**src/rtl/mux_8x1_rr_sched.sv**
```systemverilog
// mux_8x1_rr_sched: round-robin arbiter driving a shared 8:1 mux, with a per-grant hold limit.
// A release re-arbitrates on the same edge, so back-to-back grants have no idle bubble.
module mux_8x1_rr_sched #(
    parameter int HOLD = 4
) (
    input  logic       clk,
    input  logic       rst,
    input  logic [7:0] req,
    input  logic [7:0] I,
    output logic [2:0] S,
    output logic [7:0] gnt,
    output logic       valid,
    output logic       Y
);
    typedef enum logic {IDLE, GRANT} state_t;

    state_t     state_q, state_d;
    logic [2:0] s_q, s_d, ptr_q, ptr_d, start, win;
    logic [3:0] cnt_q, cnt_d;
    logic [7:0] gnt_q, gnt_d;
    logic       found, keep;

    // On release the search begins just past the outgoing owner, which is exactly the new ptr.
    assign start = (state_q == GRANT) ? s_q + 3'd1 : ptr_q;
    assign keep  = (state_q == GRANT) && req[s_q] && (cnt_q < 4'(HOLD));

    always_comb begin
        win   = '0;
        found = 1'b0;
        for (int k = 7; k >= 0; k--) begin
            if (req[start + 3'(k)]) begin
                win   = start + 3'(k);
                found = 1'b1;
            end
        end
    end

    always_comb begin
        state_d = state_q;
        s_d     = s_q;
        ptr_d   = ptr_q;
        cnt_d   = cnt_q;
        gnt_d   = gnt_q;
        if (keep) begin
            cnt_d = cnt_q + 4'd1;
        end else begin
            ptr_d   = (state_q == GRANT) ? s_q + 3'd1 : ptr_q;
            state_d = found ? GRANT : IDLE;
            s_d     = found ? win : s_q;
            cnt_d   = found ? 4'd1 : 4'd0;
            gnt_d   = found ? 8'd1 << win : 8'h00;
        end
    end

    always_ff @(posedge clk) begin
        if (rst) begin
            state_q <= IDLE;
            s_q     <= '0;
            ptr_q   <= '0;
            cnt_q   <= '0;
            gnt_q   <= '0;
        end else begin
            state_q <= state_d;
            s_q     <= s_d;
            ptr_q   <= ptr_d;
            cnt_q   <= cnt_d;
            gnt_q   <= gnt_d;
        end
    end

    assign S     = s_q;
    assign gnt   = gnt_q;
    assign valid = (state_q == GRANT);
    assign Y     = valid & I[s_q];
endmodule

```
**config.mk**
```make
export PLATFORM = sky130hd
export DESIGN_NAME = mux_8x1_rr_sched
export DESIGN_NICKNAME = d
export VERILOG_FILES = /design/src/rtl/mux_8x1_rr_sched.sv
export SDC_FILE = /design/constraint.sdc
export NUM_CORES = 1
export LEC_CHECK = 0
export CORE_UTILIZATION = 59
export CTS_BUF_LIST = sky130_fd_sc_hd__clkbuf_16
export DETAILED_ROUTE_END_ITERATION = 16
export GPL_TIMING_DRIVEN = 1
export PLACE_DENSITY = 0.9
export REMOVE_ABC_BUFFERS = 1
export SETUP_SLACK_MARGIN = 0.3
export SLEW_MARGIN = 10
export SYNTH_ARGS = -nofsm -noshare
export SYNTH_HDL_FRONTEND = slang
export SYNTH_SLANG_ARGS = --single-unit
```
**constraint.sdc**
```tcl
create_clock -name clk -period 8.4 [get_ports clk]
set_clock_uncertainty 0.2 [all_clocks]
set_input_delay 1.68 -clock clk [delete_from_list [all_inputs] [get_ports clk]]
set_output_delay 1.68 -clock clk [all_outputs]
set_load 0.02 [all_outputs]
```
==> results of run 1 <==
==> cell type report <==
type                       count  area (sq um)
clock buffer                   3         75.07
clock inverter                 1         5.005
fill                         250         939.7
inverter                       6         22.52
multi-input combinational    205          1549
sequential                    19         380.4
tap                           46         57.56
timing repair buffer          31         307.8
==> cells by family after synthesis <==
group | Yosys count | share of synthesized area [%]
compound gates | 77 | 29.27
xor+xnor | 5 | 2.500
fa+ha+maj | 3 | 1.829
buf+inv | 25 | 5.976
flops | 19 | 18.54
mux | 29 | 20.24
other cells | 1 | 0.1828
simple gates | 90 | 21.46
==> state kept, by name, summed over array words and instances, names as in the netlist <==
register,count
S,3
cnt_q,4
gnt,8
ptr_q,3
valid,1
==> metal layers <==
metal,GRT usage [%],vias to the layer above
li1,-,981
met1,40.76,990
met2,52.75,125
met3,4.904,10
met4,10.06,0
met5,0,-
==> through the flow <==
step | utilization, % | hold slack, ns | setup WS, ns
after global placement | 69.44 | 0.2360 | 3.276
after global routing | 71.84 | 0.2729 | 3.176
after CTS | 71.84 | 0.2520 | 3.251
after floorplan | - | 0.2235 | 4.158
final | 71.84 | 0.2464 | 3.255
after detailed placement | 69.44 | 0.2448 | 3.251
==> cells in the mapped netlist (4+ instances only) <==
cell type	number	area, sq um
mux4_2	9	202.7
nand3_1	14	70.07
o21ai_0	6	30.03
a21oi_1	12	60.06
nor3_1	7	35.03
o31ai_1	4	30.03
nor2_1	26	97.59
xnor2_1	4	35.03
o211ai_1	6	45.04
and2_1	5	31.28
a211oi_1	6	45.04
a32o_1	5	50.05
clkbuf_1	8	30.03
inv_1	5	18.77
nand2_1	18	67.56
dfxtp_1	19	380.4
mux2i_1	19	190.2
buf_2	8	40.04
==> power groups by stage <==
| stage | Combinational (W) | Clock (W) | Sequential (W) |
|---|---|---|---|
| 6_report | 0.000670 | 0.0000972 | 0.000141 |
| 2_1_floorplan | 0.000488 | 0 | 0.000152 |
| 5_1_grt | 0.000724 | 0.000101 | 0.000144 |
| 4_1_cts | 0.000659 | 0.0000959 | 0.000140 |
| 3_3_place_gp | 0.000639 | 0 | 0.000141 |
| 3_5_place_dp | 0.000654 | 0 | 0.000142 |
==> path summary, 6_finish.rpt <==
path                                           from                   to  slack [ns]  depth (start not counted)
worst max-delay path                           I[7]                    Y        3.25                          5
worst min register to register  cnt_q[0]$_SDFF_PP0_  cnt_q[0]$_SDFF_PP0_        0.25                          1
worst min-delay path            cnt_q[0]$_SDFF_PP0_  cnt_q[0]$_SDFF_PP0_        0.25                          1
worst max register to register    S[0]$_SDFFE_PP0P_  gnt[6]$_SDFFE_PP0N_        3.83                         11
==> flow_metrics.env, run 1 <==
export IMPL_outcome="completed"
export IMPL_initial_core_util_pct=61.49
export IMPL_finalNetCount=287
export IMPL_tightest_slew_ns=0.8753
export IMPL_dpl_cell_count=307
export IMPL_leakagePower_nw=0.9106
export IMPL_dieHeight_um=60.98
export IMPL_crit_type="primary input to output port"
export IMPL_path_buf_inv=2
export IMPL_synthFlopType="dfxtp_1"
export IMPL_clkTransAtPathRegs_ns=0.05
export IMPL_postSynth_asyncResetShare_pct=0
export IMPL_final_cells=311
export IMPL_wl_met1_mm=2.135
export IMPL_crit_required_ns=6.52
export IMPL_cts_setup_buffers=0
export IMPL_worstHoldPathType="flip-flop to flip-flop"
export IMPL_cp_arrival_ns=3.27
export IMPL_hold_viol_final=0
export IMPL_core_area_sq_um=3337
export IMPL_clock_fmax_mhz=194.4
export IMPL_crit_path_top_delay_cell="clkdlybuf4s50_1"
export IMPL_critical_path_top_delay_family="buffers and inverters"
export IMPL_place_area_sq_um=2317
export IMPL_fp_dieW_um=60.98
export IMPL_postSynthCellCount=249
export IMPL_start_kind="primary input"
export IMPL_yosysWarnings=0
export IMPL_dieArea_sq_um=3718
export IMPL_final_common_cell="clkdlybuf4s50_1"
export IMPL_clkSinkCount=19
export IMPL_postCtsHoldBufs=0
export IMPL_drtAntennaViolNets=0
export IMPL_drt_total_wl_mm=5.417
export IMPL_setup_viol=0
export IMPL_crit_top_cell="clkdlybuf4s50_1"
export IMPL_p_int_w=0.0004551
export IMPL_port_buffers=30
export IMPL_ys_ff_latch=19
export IMPL_cap_viol_max_count=0
export IMPL_synth_avg_cell_area_sq_um=8.241
export IMPL_synth_cell_types=64
export IMPL_switching_share_pct=49.87
export IMPL_p_clk_share_pct=10.7
export IMPL_ctsRootBufferMaster="clkbuf_16"
export IMPL_relSlewSlack_pct=41.64
export IMPL_path_cells="clkdlybuf4s50_1, mux4_2, mux2i_1, nor2_1, clkdlybuf4s50_1"
export IMPL_switching_power_w=0.0004527
export IMPL_synth_edf_count=0
export IMPL_p_seq_share_pct=15.5
export IMPL_peakVddDrop_mv=0.2396
export IMPL_critPathMaxStageDelay_ns=0.53
export IMPL_netlist_area_sq_um=2052
export IMPL_yosysSeqAreaShare_pct=18.54
export IMPL_cts_resized=0
export IMPL_power_density_nw_per_um2=378.7
export IMPL_clk_latency_ns=0.25
export IMPL_final_cell_mix="30 x clkdlybuf4s50_1, 26 x nor2_1, 19 x dfxtp_1, 19 x mux2i_1, 18 x nand2_1"
export IMPL_area_delta_synth_final_pct=16.83
export IMPL_num_antenna_cells=0
export IMPL_first_iter_violations=159
export IMPL_timing_final_crit_share_pct=61.25
export IMPL_tns_ns=0
export IMPL_drv_slew=0
export IMPL_post_drt_wl_per_cell_um=17.42
export IMPL_share_comb_of_total_power_pct=73.8
export IMPL_cts_buffer_depth=2
export IMPL_drive_above_1_share_pct=11.70
export IMPL_route_met2_wl_mm=2.636
export IMPL_wl_met3_um=527
export IMPL_num_vias=2106
export IMPL_fp_row_count=21
export IMPL_routed_via_density=6.772
export IMPL_crit_fanout=1
export IMPL_cts_buffers=3
export IMPL_grt_pass1_vias=1896
export IMPL_top_layer="met4"
export IMPL_final_min_clock_period_ns=5.145
export IMPL_drc=0
export IMPL_grt_pass1_wl_mm=8.631
export IMPL_io_pins=31
export IMPL_cts_htree_levels=1
export IMPL_first_pass_iters=5
export IMPL_grt_remaining_overflow=0
export IMPL_place_gp_congestion=0.9314
export IMPL_finalInstanceArea_sq_um=2397
export IMPL_power_total_w=0.0009078
export IMPL_cts_tree="yes"
export IMPL_track_usage_pct=31.20
export IMPL_rsz0062_at_grt="no"
export IMPL_end_kind="output port"
export IMPL_dp_hpwl_mm=3.885
export IMPL_antenna_found_initial=0
export IMPL_grt_start_max_net_pins=25
No activity file was read; power rests on OpenSTA's default activity.
==> inputs of run 2 (changes only) <==
--- a/config.mk
+++ b/config.mk
@@ -5,11 +5,11 @@
 export SDC_FILE = /design/constraint.sdc
 export NUM_CORES = 1
 export LEC_CHECK = 0
-export CORE_UTILIZATION = 59
+export CORE_UTILIZATION = 55
 export CTS_BUF_LIST = sky130_fd_sc_hd__clkbuf_16
 export DETAILED_ROUTE_END_ITERATION = 16
 export GPL_TIMING_DRIVEN = 1
-export PLACE_DENSITY = 0.9
+export PLACE_DENSITY = 0.85
 export REMOVE_ABC_BUFFERS = 1
 export SETUP_SLACK_MARGIN = 0.3
 export SLEW_MARGIN = 10
==> constraint.sdc (replaced) <==
create_clock -name clk -period 5.3 [get_ports clk]
set_clock_uncertainty 0.2 [all_clocks]
set_input_delay 1.06 -clock clk [delete_from_list [all_inputs] [get_ports clk]]
set_output_delay 1.06 -clock clk [all_outputs]
set_load 0.02 [all_outputs]
==> run 2 against run 1 <==
  * Critical endpoint is now gnt[0]$_SDFFE_PP0N_
  * Cell count grew 0.32%
  * Largest cell class unchanged
  * Design area is 0.26% higher
  * Global-route usage decreased by 2.6 points
  * Worst hold slack better by 0.016 ns
==> flow_metrics.env, run 2 (same netlist as run 1, synthesis figures left out) <==
export IMPL_cts_htree_levels=1
export IMPL_drv_slew=0
export IMPL_grt_remaining_overflow=0
export IMPL_drt_total_wl_mm=5.391
export IMPL_io_pins=31
export IMPL_r2r_end="gnt[0]$_SDFFE_PP0N_"
export IMPL_core_area_sq_um=3442
export IMPL_cp_arrival_ns=4.19
export IMPL_fillers=279
export IMPL_reg2regPathDepth=10
export IMPL_hold_ws_ns=0.2620
export IMPL_grt_start_max_net_pins=25
export IMPL_cts_setup_buffers=0
export IMPL_end_kind="flip-flop"
export IMPL_hold_viol_final=0
export IMPL_post_drt_wl_per_cell_um=17.28
export IMPL_antenna_found_initial=0
export IMPL_worstHoldPathType="flip-flop to flip-flop"
export IMPL_rrSetupSlack_ns=1.10
export IMPL_crit_end="gnt[0]$_SDFFE_PP0N_"
export IMPL_track_usage_pct=28.59
export IMPL_critPathMaxStageDelay_ns=0.56
export IMPL_first_pass_iters=4
export IMPL_clkTransAtPathRegs_ns=0.05
export IMPL_dp_hpwl_mm=4.000
export IMPL_dieArea_sq_um=3979
export IMPL_ctsRootBufferMaster="clkbuf_16"
export IMPL_dieHeight_um=63.08
export IMPL_crit_required_ns=5.29
export IMPL_path_cells="ha_1, mux2i_4, inv_2, ha_1, mux4_2, a32o_1, a211oi_1, o2111ai_1, a211oi_2, a32o_1"
export IMPL_clkSinkCount=19
export IMPL_start_kind="flip-flop"
export IMPL_drtAntennaViolNets=0
export IMPL_startpoint="S[1]$_SDFFE_PP0P_"
export IMPL_place_area_sq_um=2325
export IMPL_critical_path_top_delay_family="compound AO/OA/AOI/OAI gates"
export IMPL_cp_num_cells=10
export IMPL_port_buffers=30
export IMPL_drc=0
export IMPL_fp_dieW_um=63.08
export IMPL_tns_ns=0
export IMPL_cts_buffers=3
export IMPL_num_vias=2036
export IMPL_initial_core_util_pct=59.61
export IMPL_setup_viol=0
export IMPL_grt_pass1_wl_mm=9.080
export IMPL_area_delta_synth_final_pct=17.13
export IMPL_final_min_clock_period_ns=4.204
export IMPL_first_iter_violations=104
export IMPL_place_gp_congestion=0.9408
export IMPL_rsz0062_at_grt="no"
export IMPL_finalNetCount=288
export IMPL_clk_latency_ns=0.25
export IMPL_crit_fanout=24
export IMPL_cts_resized=0
export IMPL_outcome="completed"
export IMPL_num_antenna_cells=0
export IMPL_power_density_nw_per_um2=595.7
export IMPL_cts_tree="yes"
export IMPL_largest_reg_flops=8
export IMPL_crit_path_top_delay_cell="ha_1"
export IMPL_final_cell_mix="30 x clkdlybuf4s50_1, 26 x nor2_1, 19 x dfxtp_1, 19 x mux2i_1, 18 x nand2_1"
export IMPL_fin_util_pct=69.83
export IMPL_final_seq_area_sq_um=380.4
export IMPL_timing_final_crit_share_pct=79.31
export IMPL_crit_type="flip-flop to flip-flop"
export IMPL_clock_fmax_mhz=237.9
export IMPL_fp_row_count=21
export IMPL_grt_pass1_vias=1876
export IMPL_multi_input_area_sq_um=1549
export IMPL_cts_buffer_depth=2
export IMPL_path_buf_inv=1
export IMPL_reg2reg_from="S[1]$_SDFFE_PP0P_"
export IMPL_cap_viol_max_count=0
export IMPL_tightest_slew_ns=0.8985
export IMPL_leakagePower_nw=0.9172
export IMPL_final_common_cell="clkdlybuf4s50_1"
export IMPL_peakVddDrop_mv=0.3458
export IMPL_drive_above_1_share_pct=11.65
export IMPL_relSlewSlack_pct=40.10
export IMPL_routed_via_density=6.526
export IMPL_postCtsHoldBufs=0
export IMPL_finalInstanceArea_sq_um=2404
run 2: cell types whose count changed in the layout (fill, tap and decap cells not counted), sizes merged:
cell / change
inv: +1
clkinv: -1
buf: +1
run 2: per-layer routing:
| layer | wire length, um | GRT usage, % |
|---|---|---|
| met3 | 471 | 4.710 |
| met4 | 91 | 5.233 |
| met2 | 2594 | 47.45 |
| met1 | 2233 | 38.99 |
| met5 | 0 | 0 |
run 2: layout make-up:
cell class / instances / area share [%]
Sequential cell: 19 / 15.83
Clock buffer: 3 / 3.123
Timing Repair Buffer: 32 / 13.12
Clock inverter: 1 / 0.1562
Multi-Input combinational cell: 205 / 64.45
Tap cell: 46 / 2.395
Inverter: 6 / 0.9370
run 2: where the power goes:
group / switching [W] / internal, W / total [W] / leakage (nW)
combinational: 0.000622 / 0.000448 / 0.00107 / 0.719
clock: 0.0000495 / 0.000100 / 0.000150 / 0.0423
sequential: 0.0000356 / 0.000176 / 0.000211 / 0.156
total: 0.000707 / 0.000724 / 0.00143 / 0.917
run 2: how the worst min path moves through the flow:
stage,start,end,slack [ns],cells after the start
floorplan,cnt_q[0]$_SDFF_PP0_,cnt_q[0]$_SDFF_PP0_,0.22,1
global placement,cnt_q[0]$_SDFF_PP0_,cnt_q[0]$_SDFF_PP0_,0.24,1
detailed placement,gnt[7]$_SDFFE_PP0N_,gnt[7]$_SDFFE_PP0N_,0.25,2
CTS,gnt[5]$_SDFFE_PP0N_,gnt[5]$_SDFFE_PP0N_,0.26,2
global route,gnt[7]$_SDFFE_PP0N_,gnt[7]$_SDFFE_PP0N_,0.30,2
finish,gnt[5]$_SDFFE_PP0N_,gnt[5]$_SDFFE_PP0N_,0.26,2
run 2: worst register-to-register path, cell delays in order (launching register included):
cell and delay, ns:
dfxtp_1 0.50, ha_1 0.35, mux2i_4 0.47, inv_2 0.32, ha_1 0.57, mux4_2 0.40, a32o_1 0.24, a211oi_1 0.23
o2111ai_1 0.27, a211oi_2 0.39, a32o_1 0.21
run 2: metrics by stage:
step	setup slack (ns)	total power, W	cells
CTS	1.160	0.001423	312
detailed placement	1.213	0.001263	308
global route	0.8193	0.001538	312
floorplan	1.331	0.001015	230
finish	1.096	0.001432	312
global placement	1.299	0.001245	308
==> inputs of run 3 (changes only) <==
--- a/config.mk
+++ b/config.mk
@@ -5,11 +5,11 @@
 export SDC_FILE = /design/constraint.sdc
 export NUM_CORES = 1
 export LEC_CHECK = 0
-export CORE_UTILIZATION = 55
+export CORE_UTILIZATION = 50
 export CTS_BUF_LIST = sky130_fd_sc_hd__clkbuf_16
 export DETAILED_ROUTE_END_ITERATION = 16
 export GPL_TIMING_DRIVEN = 1
-export PLACE_DENSITY = 0.85
+export PLACE_DENSITY = 0.82
 export REMOVE_ABC_BUFFERS = 1
 export SETUP_SLACK_MARGIN = 0.3
 export SLEW_MARGIN = 10
==> constraint.sdc (replaced) <==
create_clock -name clk -period 3.58 [get_ports clk]
set_clock_uncertainty 0.2 [all_clocks]
set_input_delay 0.716 -clock clk [delete_from_list [all_inputs] [get_ports clk]]
set_output_delay 0.716 -clock clk [all_outputs]
set_load 0.02 [all_outputs]
==> run 3 against run 2 <==
  * Core utilization up 2.4 points
  * First-iteration DRC count grew 89%
  * Design area grew 14%
  * Fmax rose by 33%
  * Count of clock-buffer cells in the layout did not move
  * Critical path type unchanged
  * Largest cell class unchanged
==> flow_metrics.env, run 3 (same netlist as run 1, synthesis figures left out) <==
export IMPL_fp_dieW_um=66.06
export IMPL_clkTransAtPathRegs_ns=0.05
export IMPL_finalInstanceArea_sq_um=2743
export IMPL_cap_viol_max_count=0
export IMPL_hold_viol_final=0
export IMPL_initial_core_util_pct=54.02
export IMPL_crit_fanout=9
export IMPL_crit_type="flip-flop to flip-flop"
export IMPL_dpl_cell_count=325
export IMPL_fin_util_pct=72.20
export IMPL_cts_tree="yes"
export IMPL_r2r_end="gnt[0]$_SDFFE_PP0N_"
export IMPL_cp_arrival_ns=3.16
export IMPL_drtAntennaViolNets=0
export IMPL_rsz0062_at_grt="no"
export IMPL_first_pass_iters=6
export IMPL_drive_above_1_share_pct=23.18
export IMPL_crit_required_ns=3.57
export IMPL_drc=0
export IMPL_peakVddDrop_mv=0.5894
export IMPL_final_common_cell="nor2_1"
export IMPL_final_cells=337
export IMPL_fp_row_count=22
export IMPL_place_area_sq_um=2440
export IMPL_leakagePower_nw=1.120
export IMPL_worstHoldPathType="flip-flop to flip-flop"
export IMPL_area_delta_synth_final_pct=33.66
export IMPL_io_pins=31
export IMPL_grt_pass1_wl_mm=10.12
export IMPL_dp_hpwl_mm=4.511
export IMPL_dieHeight_um=66.06
export IMPL_worstHoldStart="gnt[7]$_SDFFE_PP0N_"
export IMPL_startpoint="S[0]$_SDFFE_PP0P_"
export IMPL_reg2reg_from="S[0]$_SDFFE_PP0P_"
export IMPL_hold_depth=2
export IMPL_timing_final_crit_share_pct=88.41
export IMPL_power_density_nw_per_um2=927.0
export IMPL_hold_ws_ns=0.2653
export IMPL_final_min_clock_period_ns=3.165
export IMPL_drt_total_wl_mm=6.490
export IMPL_clock_fmax_mhz=316.0
export IMPL_critPathMaxStageDelay_ns=0.40
export IMPL_track_usage_pct=30.48
export IMPL_ctsRootBufferMaster="clkbuf_16"
export IMPL_final_cell_mix="26 x nor2_1, 23 x clkdlybuf4s50_1, 21 x buf_4"
export IMPL_start_kind="flip-flop"
export IMPL_num_vias=2277
export IMPL_post_drt_wl_per_cell_um=19.26
export IMPL_largest_reg_flops=8
export IMPL_clk_latency_ns=0.25
export IMPL_setup_slack_ns=0.4150
export IMPL_reg2regPathDepth=11
export IMPL_dieArea_sq_um=4364
export IMPL_core_area_sq_um=3799
export IMPL_end_kind="flip-flop"
export IMPL_grt_remaining_overflow=0
export IMPL_finalNetCount=311
export IMPL_place_gp_congestion=0.9711
export IMPL_port_buffers=30
export IMPL_grt_pass1_vias=2065
export IMPL_rrSetupSlack_ns=0.42
export IMPL_num_antenna_cells=0
export IMPL_cts_htree_levels=1
export IMPL_antenna_found_initial=0
export IMPL_path_cells="ha_4, mux2i_4, inv_4, ha_4, mux4_2, a32o_1, a211oi_2, o2111ai_2, a211oi_2, buf_4, a32o_1"
export IMPL_postCtsHoldBufs=0
export IMPL_routed_via_density=6.757
export IMPL_outcome="completed"
export IMPL_grt_start_max_net_pins=24
export IMPL_min_to="gnt[7]$_SDFFE_PP0N_"
export IMPL_first_iter_violations=197
export IMPL_clkSinkCount=19
export IMPL_drv_slew=0
export IMPL_cts_buffers=3
export IMPL_setup_viol=0
export IMPL_crit_path_top_delay_cell="dfxtp_1"
export IMPL_cts_buffer_depth=2
export IMPL_place_ws_ns=0.09201
[run 3: changes by cell type in the layout (fill, tap and decap cells not counted), moves of 2 or more]
cell             previous run  this run
buf_4                       2        21
clkdlybuf4s50_1            30        23
dlymetal6s2s_1              0         7
ha_1                        3         1
ha_4                        0         2
mux2i_1                    19        16
mux2i_2                     0         2
[run 3: how the worst max path moves through the flow]
stage / to / slack (ns) / depth (start not counted)
2_1_floorplan: gnt[1]$_SDFFE_PP0N_ / -0.39 / 10
3_3_place_gp: gnt[3]$_SDFFE_PP0N_ / 0.13 / 8
3_5_place_dp: gnt[2]$_SDFFE_PP0N_ / 0.09 / 8
4_1_cts: gnt[0]$_SDFFE_PP0N_ / 0.30 / 11
5_1_grt: gnt[5]$_SDFFE_PP0N_ / 0.29 / 12
6_report: gnt[0]$_SDFFE_PP0N_ / 0.42 / 11
[run 3: critical path, delay by kind of cell (launching register included)]
kind	cells	cell delay [ns]
buffers and inverters	2	0.26
DFF	1	0.40
AOI/OAI and AO/OA	5	1.13
muxes	2	0.53
adders and majority gates	2	0.60
[run 3: per-stage QoR]
stage	power, W	TNS [ns]
2_1_floorplan	0.001502	-3.269
3_3_place_gp	0.001966	0
3_5_place_dp	0.001991	0
4_1_cts	0.002276	0
5_1_grt	0.002691	0
6_report	0.002542	0
[run 3: where the power goes]
group / leakage [nW] / total (W) / switching (W) / internal, W
Combinational: 0.923 / 0.00201 / 0.00110 / 0.000908
Sequential: 0.156 / 0.000304 / 0.0000438 / 0.000260
Clock: 0.0409 / 0.000228 / 0.0000785 / 0.000150
[run 3: area by class of cell]
type,instances,area [sq um]
clock buffer,3,75.07
multi-input combinational,205,1649
inverter,6,25.02
tap,48,60.06
fill,299,1056
sequential,19,381.6
clock inverter,1,5.005
timing repair buffer,55,546.8
[run 3: per-layer routing]
metal,GRT usage [%],up-vias,wire length [um]
met1,42.08,1054,2573
met5,0,-,0
met4,7.979,0,188
met3,4.310,26,711
li1,-,1033,-
met2,49.49,164,3016
[run 3: repair_timing]
action,CTS,global route
gates cloned,0,1
hold endpoints to repair,0,0
gates resized for setup,4,29
pin swaps,1,4
endpoints found under the setup margin,9,11
setup buffers,1,6
